## src/rtl/dpa_scale_cont.sv

```systemverilog
// Photo-frame scaler: reads a header and photo table from image memory, then copies,
// 2x upscales or 2x box-downscales one photo per display period into the framebuffer.
module dpa_scale_cont #(
    parameter int AW      = 20,
    parameter int DW      = 24,
    parameter int FB_LOG2 = 8,
    parameter int NPH_W   = 2,
    parameter int PERIOD  = 1000000
) (
    input  logic             clk,
    input  logic             reset,
    output logic [AW-1:0]    im_a,
    output logic             im_wen_n,
    output logic [DW-1:0]    im_d,
    input  logic [DW-1:0]    im_q,
    output logic [NPH_W-1:0] photo_idx,
    output logic             busy,
    output logic             frame_done
);

    localparam int CH  = DW / 3;
    localparam int ACW = CH + 2;
    localparam int CW  = (PERIOD > 1) ? $clog2(PERIOD) : 1;
    localparam int NW  = NPH_W + 1;

    typedef enum logic [1:0] {SETUP, HDR, COPY, HOLD} state_t;
    typedef enum logic [1:0] {M_UP, M_COPY, M_DOWN} mode_t;

    state_t              state;
    mode_t               mode;
    logic [2:0]          ph;
    logic [FB_LOG2-1:0]  x, y, nx, ny;
    logic [AW-1:0]       fb_addr, base;
    logic [NW-1:0]       n_photo, idx_inc;
    logic [NPH_W-1:0]    next_idx;
    logic [CW-1:0]       cnt;
    logic                period_end, last_px;
    logic [2:0]          rd_last, wr_ph;
    logic [2:0][ACW-1:0] acc, ch_sum;

    function automatic mode_t decode(input logic [1:0] code);
        case (code)
            2'b01:   return M_UP;
            2'b11:   return M_DOWN;
            default: return M_COPY;
        endcase
    endfunction

    function automatic logic [AW-1:0] hdr_addr(input logic [NPH_W-1:0] idx);
        return AW'(2) + (AW'(idx) << 1);
    endfunction

    // Source address for destination pixel (px,py); sub picks the 2x2 tap when downscaling.
    function automatic logic [AW-1:0] src_addr(input mode_t m, input logic [AW-1:0] b,
                                               input logic [FB_LOG2-1:0] px,
                                               input logic [FB_LOG2-1:0] py,
                                               input logic [1:0] sub);
        logic [AW-1:0] sx, sy, a;
        case (m)
            M_UP: begin
                sx = AW'(px >> 1);
                sy = AW'(py >> 1);
                a  = b + (sy << (FB_LOG2 - 1)) + sx;
            end
            M_DOWN: begin
                sx = (AW'(px) << 1) + AW'(sub[0]);
                sy = (AW'(py) << 1) + AW'(sub[1]);
                a  = b + (sy << (FB_LOG2 + 1)) + sx;
            end
            default: begin
                sx = AW'(px);
                sy = AW'(py);
                a  = b + (sy << FB_LOG2) + sx;
            end
        endcase
        return a;
    endfunction

    assign period_end = (cnt == CW'(PERIOD - 1));
    assign idx_inc    = NW'(photo_idx) + NW'(1);
    assign next_idx   = (idx_inc >= n_photo) ? '0 : idx_inc[NPH_W-1:0];
    assign rd_last    = (mode == M_DOWN) ? 3'd3 : 3'd0;
    assign wr_ph      = rd_last + 3'd1;
    assign last_px    = (x == '1) && (y == '1);
    assign nx         = x + 1'b1;
    assign ny         = (x == '1) ? y + 1'b1 : y;
    assign busy       = (state == COPY);

    always_comb begin
        for (int c = 0; c < 3; c++)
            ch_sum[c] = acc[c] + ACW'(im_q[c*CH +: CH]);
    end

    // NOTE: im_d follows im_q combinationally so one read and its write fit in two cycles;
    // the '0 default first also keeps this block free of inferred latches.
    always_comb begin
        im_d = '0;
        if (!im_wen_n) begin
            if (mode == M_DOWN) begin
                for (int c = 0; c < 3; c++)
                    im_d[c*CH +: CH] = ch_sum[c][ACW-1:2];
            end else begin
                im_d = im_q;
            end
        end
    end

    // NOTE: all state uses non-blocking assignments so every branch sees pre-edge values.
    always_ff @(posedge clk) begin
        if (reset) begin
            state      <= SETUP;
            mode       <= M_COPY;
            ph         <= '0;
            x          <= '0;
            y          <= '0;
            fb_addr    <= '0;
            base       <= '0;
            n_photo    <= '0;
            cnt        <= '0;
            im_a       <= '0;
            im_wen_n   <= 1'b1;
            photo_idx  <= '0;
            frame_done <= 1'b0;
        end else begin
            cnt        <= period_end ? '0 : cnt + 1'b1;
            im_wen_n   <= 1'b1;
            frame_done <= 1'b0;
            if (period_end && state != SETUP) begin
                state     <= HDR;
                ph        <= '0;
                photo_idx <= next_idx;
                im_a      <= hdr_addr(next_idx);
            end else begin
                case (state)
                    SETUP: begin
                        case (ph)
                            3'd0: begin
                                ph   <= 3'd1;
                                im_a <= AW'(1);
                            end
                            3'd1: begin
                                fb_addr <= AW'(im_q);
                                ph      <= 3'd2;
                            end
                            default: begin
                                n_photo <= (im_q[NW-1:0] == '0) ? NW'(1) : im_q[NW-1:0];
                                state   <= HDR;
                                ph      <= '0;
                                im_a    <= hdr_addr(photo_idx);
                            end
                        endcase
                    end
                    HDR: begin
                        case (ph)
                            3'd0: begin
                                ph   <= 3'd1;
                                im_a <= hdr_addr(photo_idx) + AW'(1);
                            end
                            3'd1: begin
                                base <= AW'(im_q);
                                ph   <= 3'd2;
                            end
                            default: begin
                                mode  <= decode(im_q[1:0]);
                                state <= COPY;
                                ph    <= '0;
                                x     <= '0;
                                y     <= '0;
                                im_a  <= src_addr(decode(im_q[1:0]), base, '0, '0, 2'd0);
                            end
                        endcase
                    end
                    COPY: begin
                        if (ph == wr_ph) begin
                            if (last_px) begin
                                state <= HOLD;
                                im_a  <= '0;
                            end else begin
                                x    <= nx;
                                y    <= ny;
                                ph   <= '0;
                                im_a <= src_addr(mode, base, nx, ny, 2'd0);
                            end
                        end else if (ph == rd_last) begin
                            ph         <= wr_ph;
                            im_a       <= fb_addr + AW'({y, x});
                            im_wen_n   <= 1'b0;
                            frame_done <= last_px;
                        end else begin
                            ph   <= ph + 3'd1;
                            im_a <= src_addr(mode, base, x, y, ph[1:0] + 2'd1);
                        end
                    end
                    HOLD: im_a <= '0;
                endcase
            end
        end
    end

    // Channel sums of the first three downscale taps; the fourth is added in im_d.
    always_ff @(posedge clk) begin
        if (reset) begin
            acc <= '0;
        end else if (state == COPY && mode == M_DOWN) begin
            if (ph == 3'd1) begin
                for (int c = 0; c < 3; c++)
                    acc[c] <= ACW'(im_q[c*CH +: CH]);
            end else if (ph == 3'd2 || ph == 3'd3) begin
                acc <= ch_sum;
            end
        end
    end

endmodule

```

## config.mk

```make
export PLATFORM = sky130hd
export DESIGN_NAME = dpa_scale_cont
export DESIGN_NICKNAME = d
export VERILOG_FILES = /design/src/rtl/dpa_scale_cont.sv
export SDC_FILE = /design/constraint.sdc
export NUM_CORES = 1
export LEC_CHECK = 0
export ABC_AREA = 0
export CAP_MARGIN = 10
export CORE_MARGIN = 2
export CORE_UTILIZATION = 25
export CTS_CLUSTER_DIAMETER = 150
export CTS_CLUSTER_SIZE = 24
export DETAILED_ROUTE_END_ITERATION = 10
export HOLD_SLACK_MARGIN = 0.12
export SETUP_SLACK_MARGIN = 0.3
export SYNTH_ARGS = -nofsm -noshare
export SYNTH_HDL_FRONTEND = slang
export SYNTH_SLANG_ARGS = --single-unit
```

## constraint.sdc

```tcl
create_clock -name clk -period 5.4 [get_ports clk]
set_clock_uncertainty 0.2 [all_clocks]
set_input_delay 1.08 -clock clk [delete_from_list [all_inputs] [get_ports clk]]
set_output_delay 1.08 -clock clk [all_outputs]
set_load 0.01 [all_outputs]
```

==> results.yml <==
run_status:
  status: "complete, no violations"
place:
  dp_cells: 2682
  dp_hpwl_um: 37800
  dp_slack_ns: -0.102
  gp_congestion: 0.901
  numPortBuffers: 74
global_routing:
  grt_max_degree: 55
  grt_pass1_vias: 14400
  grt_pass1_wl_um: 78800
  grt_usage: 0.172
  antenna_found_initial: 1
  gr-total-overflow: 0
route:
  num_vias: 14600
  drc: 0
  postRouteAntennaNets: 0
  first_pass_iters: 5
  first_iter_violations: 1115
  wire_per_inst_um: 18.4
  vias_per_cell: 5.38
  routed_wl_um: 49900
cells_and_area:
  post-route-util: 0.295
  layoutNonFillerInstCount: 2718
  layout-drive-gt1-share: 0.0574
  syn_to_final_growth_pct: 16.5
  nNetsFinal: 2146
power_and_ir_drop:
  peakVddDrop_v: 0.000202
  leakage_nw: 6.68
  power_density_nw_per_um2: 275
logic_synthesis:
  yosys.area.top_type: "dfxtp_1"
  synth_cells: 1908
  yosys.cell_count.top_type: "nand2_1"
  yosysSeqAreaShare: 0.201
  synth-seq-cells: 140
  synth_edf_count: 0
  yosysWarnings: 0
  netlist_area_um2: 14000
  synthTopCellsByArea: "dfxtp_1 20%, ha_1 14%, nand2_1 7.5%"
  syn_nets: 2098
  synthArstFlopShare: 0
  synth_top_area_share: 0.201
  syn_area_per_cell_um2: 7.31
  ys_top_cells_by_count: "280 x nand2_1, 203 x a21oi_1, 172 x nor2_1"
  synth_ff_type: "dfxtp_1"
  ys_types: 76
timing:
  rsz0062_at_grt: "yes"
  drv_slew: 0
  hold_ws_ns: 0.260
  fin_ws_ns: 0.304
  period_share: 0.944
  worst_pin_slew_ns: 1.19
  hold_viol_final: 0
  setup_violations: 0
  fmax_mhz: 196
  layout_min_cycle_time_ns: 5.10
  relSlewSlack: 0.208
clock_tree:
  cts_sinks: 140
  clock_path_buffers: 2
  numCtsBuffers: 17
  cts_max_level: 4
  ctsHoldBuffers: 0
  path_clk_slew_ns: 0.06
  cts-root-buf: "clkbuf_16"
  cts_tree: "done"
  insertion_delay_ns: 0.44
worst_setup_path:
  cp.required_ns: 4.12
  setup.worst_path.end: "im_d[6]"
  path_class: "input port to primary output"
  r2r-start: "x[1]$_SDFFE_PP0P_"
  r2r_slack_ns: 0.80
  regToRegEndpoint: "im_a[14]$_SDFFE_PP0P_"
  arrival_ns: 3.82
  cp_max_fo: 2
  start_kind: "input port"
  worst_r2r_path_depth: 17
  setup.worst_path.start: "im_q[0]"
  end_kind: "primary output"
floorplanning:
  initial_utilization: 0.253
  fp-row-count: 86
  die-area_um2: 57700
  die_y_um: 240
  fp.coreArea_um2: 55100
  ios: 75
  die_w_um: 240
run:
  max-cap-violations: 0
worst_hold_path:
  hp-class: "flop to flop"
[report_power, final]
group	switching, mW	internal, mW
Combinational	1.34	0.615
Clock	0.510	0.743
Sequential	0.138	1.13
[placed cells by master (no fill, tap or decap), types with 7 or more instances in the layout]
| cell type | netlist | layout |
|---|---|---|
| xor2_1 | 55 | 55 |
| dfxtp_1 | 140 | 139 |
| o22ai_1 | 10 | 10 |
| a311oi_1 | 21 | 21 |
| ha_1 | 154 | 154 |
| xnor2_1 | 88 | 88 |
| inv_1 | 67 | 67 |
| o21ai_1 | 2 | 7 |
| a21oi_1 | 203 | 201 |
| fa_1 | 10 | 9 |
| o21bai_1 | 11 | 11 |
| clkdlybuf4s50_1 | 0 | 60 |
| a32oi_1 | 9 | 9 |
| a21o_1 | 43 | 43 |
| nand4_1 | 14 | 14 |
| o21a_1 | 17 | 17 |
| nor2_1 | 172 | 171 |
| and3_1 | 22 | 22 |
| clkbuf_16 | 0 | 17 |
| o221ai_1 | 9 | 9 |
| nand3_1 | 61 | 61 |
| nand2b_1 | 19 | 19 |
| a21boi_1 | 1 | 7 |
| nand2_1 | 280 | 280 |
| mux2i_1 | 9 | 9 |
| nor3_1 | 32 | 30 |
| or3_1 | 14 | 14 |
| a41oi_1 | 7 | 7 |
| buf_4 | 0 | 47 |
| o31ai_1 | 8 | 8 |
| a31oi_1 | 20 | 20 |
| nor2b_1 | 17 | 15 |
| a211oi_1 | 40 | 40 |
| o211ai_1 | 25 | 25 |
| a22oi_1 | 18 | 18 |
| a221oi_1 | 13 | 13 |
| o21ai_0 | 100 | 95 |
| nand3b_1 | 7 | 7 |
[stage by stage]
| stage | power (mW) | setup TNS, ns | cell area, um^2 |
|---|---|---|---|
| 3_3_place_gp | 3.17 | -0.151 | 15600 |
| 4_1_cts | 4.45 | 0 | 16200 |
| 6_report | 4.47 | 0 | 16300 |
| 5_1_grt | 4.70 | 0 | 16200 |
| 2_1_floorplan | 2.46 | 0 | 14000 |
| 3_5_place_dp | 3.19 | -0.182 | 15600 |
[kinds of logic after synthesis]
kind of cell / Yosys count / synth area share
adder cells (fa/ha/maj): 164 / 0.152
flip-flops: 140 / 0.201
AND/OR/NAND/NOR: 672 / 0.217
AO/OA/AOI/OAI: 619 / 0.289
XOR/XNOR: 143 / 0.0898
buffers and inverters: 158 / 0.0429
multiplexers: 12 / 0.00888
[worst max-delay path: stages]
cell and delay, ns:
clkdlybuf4s50_1 0.50, ha_1 0.17, inv_1 0.05, fa_1 0.38
nor2b_1 0.13, o21ai_0 0.13, a21boi_1 0.20, o21ai_0 0.14
a21boi_1 0.20, o21ai_0 0.12, nand2b_1 0.11, xnor2_1 0.09
o31ai_1 0.21, dlygate4sd2_1 0.31
[worst min path at each step]
stage,start,endpoint,slack (ns),cells after the start
after floorplan,cnt[0]$_SDFF_PP0_,cnt[0]$_SDFF_PP0_,0.23,1
after global placement,cnt[0]$_SDFF_PP0_,cnt[0]$_SDFF_PP0_,0.24,1
after detailed placement,n_photo[2]$_SDFFE_PP0P_,n_photo[2]$_SDFFE_PP0P_,0.25,2
after CTS,n_photo[2]$_SDFFE_PP0P_,n_photo[2]$_SDFFE_PP0P_,0.26,2
after global routing,fb_addr[13]$_SDFFE_PP0P_,fb_addr[13]$_SDFFE_PP0P_,0.28,2
final,n_photo[2]$_SDFFE_PP0P_,n_photo[2]$_SDFFE_PP0P_,0.26,2
[routing by layer]
layer  share of wire  GRT usage
met1            0.45      0.229
met2            0.45      0.280
met3           0.063     0.0249
met4           0.035     0.0685
met5               0          0
[state kept, by name, summed over array words and instances (netlist names), 3 cells and up]
name     cells
y            8
n_photo      3
acc         30
cnt         20
ph           3
fb_addr     20
x            8
base        20
im_a        20
[timing repair]
action / 4_1_cts / 5_1_grt
pin swaps: 3 / 13
resized for setup: 15 / 25
setup endpoints to repair: 11 / 12
gates cloned: 0 / 0
setup buffers: 2 / 1
[layout make-up]
class / count / area (um^2)
diodes: 1 / 2.50
clock buffers: 19 / 443
clock inverters: 13 / 165
fillers: 5996 / 38800
inverters: 67 / 251
multi-input cells: 1610 / 10600
flip-flops and latches: 140 / 2800
well taps: 748 / 936
repair buffers: 120 / 1060
Note: power is estimated with default switching activity, not from simulation.
